--- src/rtl/reimu_bullet_ctrl_pkg.sv ---
// Shared definitions for the player bullet controller: FSM encoding,
// default frame timing parameters and bullet/boss geometry constants.
package reimu_bullet_ctrl_pkg;

    typedef enum logic [1:0] {
        ST_IDLE  = 2'd0,
        ST_ARMED = 2'd1,
        ST_FLY   = 2'd2,
        ST_COOL  = 2'd3
    } bullet_state_t;

    // Default bullet rise per frame, cooldown length and frame-tick line
    localparam int unsigned DEF_SPEED       = 6;
    localparam int unsigned DEF_COOL_FRAMES = 8;
    localparam int unsigned DEF_TICK_LINE   = 480;

    // Bullet sprite half-size and spawn distance above the player centre
    localparam int unsigned BULLET_HALF  = 7;
    localparam int unsigned SPAWN_OFFSET = 33;

    // Collision window half-extents around the boss centre
    localparam int unsigned HIT_HALF_W = 32;
    localparam int unsigned HIT_HALF_H = 45;

    // Magnitude of a - b computed in 11 bits so screen coordinates never wrap
    function automatic logic [10:0] abs_diff11(input logic [9:0] a, input logic [9:0] b);
        logic signed [10:0] d;
        d = $signed({1'b0, a}) - $signed({1'b0, b});
        return d[10] ? 11'(-d) : 11'(d);
    endfunction

endpackage

--- src/rtl/reimu_bullet_ctrl_fire_sync.sv ---
// Two-flop synchronizer for the raw fire button plus a rising-edge pulse
// derived from the synchronized level.
module fire_sync (
    input  logic clk_25m,
    input  logic rst,
    input  logic fire,
    output logic fire_rise
);

    logic sync_q1;
    logic sync_q2;
    logic sync_q3;

    // Resynchronize the button into clk_25m and keep one delayed copy for edge detection
    always_ff @(posedge clk_25m or negedge rst) begin
        if (!rst) begin
            sync_q1 <= 1'b0;
            sync_q2 <= 1'b0;
            sync_q3 <= 1'b0;
        end else begin
            sync_q1 <= fire;
            sync_q2 <= sync_q1;
            sync_q3 <= sync_q2;
        end
    end

    assign fire_rise = sync_q2 & ~sync_q3;

endmodule

--- src/rtl/reimu_bullet_ctrl.sv ---
// Player bullet controller: accepts a fire press, spawns a bullet above the
// player on the next frame tick, moves it up once per frame, and detects
// boss collisions. All position/state changes happen on the frame tick so
// the pixel mux never sees a change during active video.
module reimu_bullet_ctrl
    import reimu_bullet_ctrl_pkg::*;
#(
    parameter int unsigned SPEED       = DEF_SPEED,
    parameter int unsigned COOL_FRAMES = DEF_COOL_FRAMES,
    parameter int unsigned TICK_LINE   = DEF_TICK_LINE
) (
    input  logic       clk_25m,
    input  logic       rst,
    input  logic       fire,
    input  logic [9:0] reimux,
    input  logic [9:0] reimuy,
    input  logic       reimuE,
    input  logic [9:0] bossx,
    input  logic [9:0] bossy,
    input  logic       boss,
    input  logic [9:0] hc,
    input  logic [9:0] vc,
    output logic [9:0] reimu_bulletx,
    output logic [9:0] reimu_bullety,
    output logic       reimu_bullet,
    output logic       hit
);

    localparam logic [9:0] TICK_VC   = 10'(TICK_LINE);
    localparam logic [9:0] STEP_Y    = 10'(SPEED);
    localparam logic [9:0] EXIT_Y    = 10'(SPEED + BULLET_HALF);
    localparam logic [9:0] SPAWN_DY  = 10'(SPAWN_OFFSET);
    localparam logic [3:0] COOL_INIT = 4'(COOL_FRAMES - 1);

    bullet_state_t state;
    logic [3:0]    cool_cnt;
    logic          fire_rise;
    logic          frame_tick;
    logic          collide;

    fire_sync u_fire_sync (
        .clk_25m   (clk_25m),
        .rst       (rst),
        .fire      (fire),
        .fire_rise (fire_rise)
    );

    assign frame_tick = (hc == '0) && (vc == TICK_VC);

    // Overlap test uses the current (pre-move) bullet position
    assign collide = boss
                  && (abs_diff11(reimu_bulletx, bossx) <= 11'(HIT_HALF_W))
                  && (abs_diff11(reimu_bullety, bossy) <= 11'(HIT_HALF_H));

    // Bullet lifecycle FSM with registered position, presence and hit outputs
    always_ff @(posedge clk_25m or negedge rst) begin
        if (!rst) begin
            state         <= ST_IDLE;
            reimu_bulletx <= '0;
            reimu_bullety <= '0;
            reimu_bullet  <= 1'b0;
            hit           <= 1'b0;
            cool_cnt      <= '0;
        end else begin
            hit <= 1'b0;
            unique case (state)
                ST_IDLE: begin
                    if (fire_rise && reimuE) begin
                        state <= ST_ARMED;
                    end
                end
                ST_ARMED: begin
                    if (frame_tick) begin
                        if (reimuE) begin
                            state         <= ST_FLY;
                            reimu_bulletx <= reimux;
                            reimu_bullety <= (reimuy >= SPAWN_DY) ? (reimuy - SPAWN_DY) : '0;
                            reimu_bullet  <= 1'b1;
                        end else begin
                            state <= ST_IDLE;
                        end
                    end
                end
                ST_FLY: begin
                    if (frame_tick) begin
                        if (collide) begin
                            hit          <= 1'b1;
                            reimu_bullet <= 1'b0;
                            cool_cnt     <= COOL_INIT;
                            state        <= ST_COOL;
                        end else if (reimu_bullety <= EXIT_Y) begin
                            reimu_bullet <= 1'b0;
                            cool_cnt     <= COOL_INIT;
                            state        <= ST_COOL;
                        end else begin
                            reimu_bullety <= reimu_bullety - STEP_Y;
                        end
                    end
                end
                ST_COOL: begin
                    if (frame_tick) begin
                        if (cool_cnt == '0) begin
                            state <= ST_IDLE;
                        end else begin
                            cool_cnt <= cool_cnt - 4'd1;
                        end
                    end
                end
                default: state <= ST_IDLE;
            endcase
        end
    end

endmodule

--- config.mk ---
export PLATFORM = sky130hd
export DESIGN_NAME = reimu_bullet_ctrl
export DESIGN_NICKNAME = d
export VERILOG_FILES = /design/src/rtl/reimu_bullet_ctrl_pkg.sv /design/src/rtl/reimu_bullet_ctrl_fire_sync.sv /design/src/rtl/reimu_bullet_ctrl.sv
export SDC_FILE = /design/constraint.sdc
export NUM_CORES = 1
export LEC_CHECK = 0
export CORE_ASPECT_RATIO = 0.7
export CORE_UTILIZATION = 54
export CTS_BUF_LIST = sky130_fd_sc_hd__clkbuf_8
export DETAILED_ROUTE_END_ITERATION = 12
export PLACE_DENSITY_LB_ADDON = 0.12
export SLEW_MARGIN = 10
export SYNTH_ARGS = -nofsm -noshare
export SYNTH_HDL_FRONTEND = slang
export SYNTH_HIERARCHICAL = 1
export SYNTH_SLANG_ARGS = --single-unit
--- constraint.sdc ---
create_clock -name clk_25m -period 6.5 [get_ports clk_25m]
set_input_delay 0.975 -clock clk_25m [delete_from_list [all_inputs] [get_ports clk_25m]]
set_output_delay 0.975 -clock clk_25m [all_outputs]
set_load 0.05 [all_outputs]
==> results.json, run 1 <==
{
  "drv_cap": 0,
  "grt_max_degree": 32,
  "multiInputGateArea_um2": 2200,
  "startpoint_type": "primary input",
  "mostFrequentLayoutCell": "clkdlybuf4s50_1",
  "dp.cells": 530,
  "syn_nets": 471,
  "total_power_w": 0.000525,
  "clock_sinks": 31,
  "yosys-top-cells-area": "dfrtp_1 (25%), ha_1 (10%), o21ai_0 (5.1%)",
  "synthCells": 379,
  "stdcell_count": 538,
  "synth.avg_cell_area_um2": 8.28,
  "dieArea_um2": 6130,
  "ioPinCount": 87,
  "ys_seq_area_share_pct": 24.7,
  "grtUsageTotal_pct": 28.7,
  "cts_setup_buffers": 0,
  "final_cell_mix": "clkdlybuf4s50_1 (86), inv_1 (35), nand2_1 (33)",
  "viasPerCell": 6.04,
  "globalRouteMet1Util_pct": 41.2,
  "synth_area_leader_cell": "dfrtp_1",
  "hold_violations": 0,
  "netlist.area_leader.share_pct": 24.7,
  "globalRoute.totalOverflow": 0,
  "grt_util_met3_pct": 6.09,
  "drive_above_1_share_pct": 8.37,
  "synth_cell_types": 68,
  "synth_edf_count": 0,
  "drtAntennaViolNets": 0,
  "fin_nets": 557,
  "period_needed_ns": 4.67,
  "power.density_nw_per_um2": 126,
  "row_count": 22,
  "synthArstFlopShare_pct": 100,
  "synth-main-ff-cell": "dfrtp_1",
  "num_antenna_cells": 0,
  "cts_tree": "done",
  "dp_hpwl_mm": 6.63,
  "drt_iter0_drc": 332,
  "antenna_found_initial": 0,
  "core_um2": 5420,
  "r2r_start": "reimu_bulletx[0]",
  "root_buffer": "clkbuf_8",
  "wl_per_cell_um": 15.8,
  "power.leakage_nw": 1.86,
  "synth-seq-cells": 31,
  "rsz0062_at_grt": "false",
  "cp-startpoint": "bossx[0]",
  "r2r_slack_ns": 2.50,
  "cp-end-kind": "flop",
  "dr.pass1.iters": 5,
  "fill_cells": 389,
  "outcome": "finished, final reports clean",
  "hold_class": "flop to flop",
  "cp.arrival_ns": 4.86,
  "path_class": "primary input to flop",
  "regArea_um2": 776,
  "cts_buffers": 5,
  "grt_pass1_wl_mm": 13.8,
  "cts_resized": 0,
  "dieWidth_um": 93.1,
  "required_ns": 6.69,
  "cts.htree.levels": 2,
  "fp.dieH_um": 65.8,
  "cp_max_fo": 10,
  "portBuffers": 86,
  "slew-limit-headroom_pct": 45.3,
  "routed-via-count": 3252,
  "skew_ns": 0.0105,
  "routed_wl_mm": 8.48,
  "grt_use_met2_pct": 44.0,
  "max_freq_mhz": 214,
  "grt_pass1_vias": 2931,
  "hold-worst-slack_ns": 0.349,
  "finalCritPeriodShare_pct": 71.9,
  "syn_to_final_growth_pct": 33.2,
  "hold_start": "u_fire_sync/sync_q1",
  "synthesis.area_um2": 3140,
  "tns_ns": 0,
  "route.detailed.drc": 0,
  "yosysWarnings": 6,
  "initial_utilization_pct": 57.9,
  "setup_ws_ns": 1.83,
  "path_clk_slew_ns": 0.08,
  "max-vdd-ir-drop_mv": 0.0865,
  "clk_latency_ns": 0.29,
  "setup_viol": 0,
  "final-max-slew-violation-count": 0,
  "cts_hold_buf": 0,
  "worst_slew_pin_slew_ns": 0.820,
  "busiest_layer": "met2",
  "clk_path_buf_depth": 2,
  "gp_congestion": 0.945,
  "post-place-ws_ns": 1.56
}
==> sequential cells by signal (all words and copies together) (netlist names), named ones only <==
register	count
u_fire_sync/sync_q1	1
hit	1
reimu_bullety	10
state	1
u_fire_sync/sync_q2	1
u_fire_sync/sync_q3	1
reimu_bulletx	10
cool_cnt	4
reimu_bullet	1
==> synthesized netlist by cell type (3+ instances only) <==
cell	number
xnor2_1	8
mux2_2	10
nor3b_1	3
dfrtp_1	31
o31ai_1	3
nor4_1	5
nor2_1	26
nand2b_1	8
ha_1	25
or3_1	3
inv_1	35
o2111ai_1	3
a22oi_1	3
nor2b_1	5
nand4_1	6
nand2_1	33
and3_1	6
xor2_1	15
a211oi_1	4
a21o_1	4
nor3_1	16
o21ai_0	32
a21oi_1	23
clkbuf_1	5
o21a_1	3
nand3_1	10
==> metal layers <==
layer | up-vias | routed length (um)
met5 | - | 0
li1 | 1556 | -
met3 | 13 | 697
met2 | 163 | 3660
met1 | 1520 | 4030
met4 | 0 | 92
==> cells by family after synthesis <==
logic type / count (synthesis) / share of synthesized area (%)
muxes: 13 / 4.70
DFF: 31 / 24.7
AOI/OAI and AO/OA: 106 / 24.8
xor gates and xnor gates: 24 / 6.94
and+or+nand+nor: 135 / 22.4
buffers and inverters: 43 / 5.22
adders and majority gates: 27 / 11.2
==> final timing paths <==
path,end,cells past startpoint
min in group asynchronous,reimu_bulletx[2],2
setup reg to reg,reimu_bullety[1],14
hold reg to reg,u_fire_sync/sync_q2,0
max in group asynchronous,state[0],2
hold / removal,u_fire_sync/sync_q2,0
setup / recovery,reimu_bullety[1],14
==> stage by stage <==
| step | area, um^2 | util (%) |
|---|---|---|
| 6_report | 4180 | 77.1 |
| 5_1_grt | 4180 | 77.1 |
| 4_1_cts | 4180 | 77.1 |
| 3_5_place_dp | 4070 | 75.0 |
| 3_3_place_gp | 4070 | 75.0 |
| 2_1_floorplan | 3140 | - |
==> final cells by class <==
cell class                 count  area share (%)
multi-input combinational    305            52.6
timing repair buffer          87            20.8
sequential                    31            18.5
inverter                      35            3.14
tap                           72            2.15
clock buffer                   6            1.97
clock inverter                 2           0.838
==> power by group <==
part / leakage, nW / total [W] / switching, W / internal [W]
Clock: 0.0612 / 0.000208 / 0.0000836 / 0.000124
Sequential: 0.400 / 0.000194 / 0.000000543 / 0.000194
Combinational: 1.40 / 0.000123 / 0.0000580 / 0.0000651
Total: 1.86 / 0.000525 / 0.000142 / 0.000383
==> worst max-delay path: stages <==
cell	delay [ns]
clkdlybuf4s50_1	0.46
ha_1	0.16
inv_1	0.06
fa_1	0.43
a211oi_4	0.39
o31ai_4	0.15
or3_1	0.32
a32oi_1	0.27
nor4_1	0.11
a41oi_2	0.16
nand4_1	0.11
or4_4	0.61
a31oi_4	0.31
mux2_4	0.33
Note: power is estimated with default switching activity, not from simulation.
==> inputs of run 2 (changes only) <==
- CORE_UTILIZATION: 54 -> 46
- clock period: 6.5 -> 3.9 ns (I/O delays scaled with it)
==> run 2 against run 1 <==
Compared with the run above:
- worst setup slack got worse by 1.9 ns
- worst hold slack better by 0.020 ns
- global-route usage grew 0.37 points
- critical path depth decreased by 2
- the run now ends with setup timing left
- sequential share of layout area decreased by 3.6 points
- largest cell class unchanged
- clock skew is 0.0027 ns higher
==> results.json, run 2 (synthesis results as in run 1) <==
{
  "outcome": "complete, but fails checks",
  "violations": "setup timing",
  "core_um2": 6400,
  "cp-startpoint": "bossy[6]",
  "path_clk_slew_ns": 0.08,
  "p_seq_share_pct": 33.4,
  "finalCritPeriodShare_pct": 102,
  "root_buffer": "clkbuf_8",
  "grt_pass1_vias": 3521,
  "startpoint_type": "primary input",
  "r2r_slack_ns": 0.01,
  "p_switching_w": 0.000276,
  "reg_top3": "reimu_bulletx: 10 flops, reimu_bullety: 10 flops, cool_cnt: 4 flops",
  "reg2reg_depth": 16,
  "setup_viol": 2,
  "max_freq_mhz": 252,
  "drive_above_1_share_pct": 31.7,
  "drv_cap": 0,
  "num_antenna_cells": 0,
  "cp-end-kind": "flop",
  "dp_hpwl_mm": 7.44,
  "clk_path_buf_depth": 2,
  "fin_nets": 637,
  "skew_ns": 0.0132,
  "portBuffers": 86,
  "gp_congestion": 0.894,
  "cts.htree.levels": 2,
  "total_power_w": 0.000968,
  "drtAntennaViolNets": 0,
  "ioPinCount": 87,
  "cp_max_fo": 5,
  "hold_violations": 0,
  "path_class": "primary input to flop",
  "final_cell_mix": "clkdlybuf4s50_1 (80), buf_4 (71), nand2_1 (32)",
  "postLayoutCellArea_um2": 5180,
  "worst_slew_pin_slew_ns": 0.855,
  "dieArea_um2": 7160,
  "cts_tree": "done",
  "power_frac_comb_pct": 30.4,
  "row_count": 24,
  "grt_max_degree": 32,
  "clock_sinks": 31,
  "required_ns": 4.09,
  "clk_latency_ns": 0.29,
  "dieWidth_um": 101,
  "power.leakage_nw": 2.31,
  "cellInternalPower_w": 0.000693,
  "setup_ws_ns": -0.0610,
  "slew-limit-headroom_pct": 43.0,
  "route.detailed.drc": 0,
  "post-place-ws_ns": -0.631,
  "rsz0062_at_grt": "true",
  "hold-worst-slack_ns": 0.370,
  "initial_utilization_pct": 49.1,
  "cts_buffers": 5,
  "globalRoute.totalOverflow": 0,
  "period_needed_ns": 3.96,
  "hold_class": "flop to flop",
  "final-max-slew-violation-count": 0,
  "cp.arrival_ns": 4.15,
  "worstReg2RegEnd": "reimu_bullety[1]",
  "wl_per_cell_um": 17.1,
  "pwr-share-clk_pct": 36.2,
  "dpl-instance-area_um2": 4520,
  "max-vdd-ir-drop_mv": 0.169,
  "antenna_found_initial": 0,
  "routed-via-count": 3643,
  "swShare_pct": 28.5,
  "syn_to_final_growth_pct": 65.0,
  "dr.pass1.iters": 5,
  "r2r_start": "reimu_bulletx[0]",
  "mostFrequentLayoutCell": "clkdlybuf4s50_1",
  "fp.dieH_um": 71.1,
  "viasPerCell": 5.72,
  "power.density_nw_per_um2": 187,
  "grtUsageTotal_pct": 29.1,
  "grt_pass1_wl_mm": 16.6,
  "drt_iter0_drc": 311,
  "routed_wl_mm": 10.9,
  "crit_path_end": "reimu_bullety[1]"
}
-- run 2: worst min-delay path by stage --
| stage | cells past startpoint | endpoint | startpoint |
|---|---|---|---|
| floorplan | 0 | asynchronous set/reset pin | rst |
| global placement | 0 | u_fire_sync/sync_q2 | u_fire_sync/sync_q1 |
| detailed placement | 0 | u_fire_sync/sync_q2 | u_fire_sync/sync_q1 |
| CTS | 0 | u_fire_sync/sync_q2 | u_fire_sync/sync_q1 |
| global route | 0 | u_fire_sync/sync_q2 | u_fire_sync/sync_q1 |
| finish | 0 | u_fire_sync/sync_q2 | u_fire_sync/sync_q1 |
-- run 2: cell type report --
class,count,area [um^2]
multi-input cells,305,2540
flip-flops and latches,31,776
well taps,91,114
clock inverters,2,35.0
fillers,412,1220
inverters,35,131
repair buffers,167,1500
clock buffers,6,82.6
-- run 2: critical path: stages --
cell             delay, ns
clkdlybuf4s50_1       0.45
inv_1                 0.04
ha_1                  0.36
a21o_1                0.23
o311a_4               0.39
a211oi_4              0.30
nor3_2                0.11
a221o_1               0.39
or4_4                 0.53
a31oi_4               0.32
buf_6                 0.15
mux2_4                0.28
-- run 2: power by group through the flow --
stage	Sequential (W)	Clock, W	Combinational (W)
CTS	0.000324	0.000349	0.000260
global route	0.000324	0.000371	0.000315
detailed placement	0.000330	0	0.000238
global placement	0.000330	0	0.000232
finish	0.000324	0.000350	0.000294
floorplan	0.000330	0	0.000105
-- run 2: repair_timing --
action / 4_1_cts / 5_1_grt
buffers inserted: 18 / 6
resized for setup: 38 / 58
pin swaps: 28 / 41
setup endpoints to repair: 15 / 15
endpoints found under the hold margin: 0 / 0
hold buffers: 0 / 0
-- run 2: layer usage --
layer | up-vias | global-route usage, % | share of wire (%)
met5 | - | 0 | 0
met4 | 0 | 5.64 | 1.9
met3 | 29 | 5.43 | 7.0
met2 | 176 | 46.4 | 45
met1 | 1723 | 41.4 | 46
li1 | 1715 | - | -
-- run 2: metrics by stage --
step	utilization [%]	setup TNS, ns	std cells
floorplan	-	0	379
global placement	70.6	-6.12	606
detailed placement	70.6	-7.69	606
CTS	76.1	0	631
global route	81.0	-0.537	637
finish	81.0	-0.0663	637
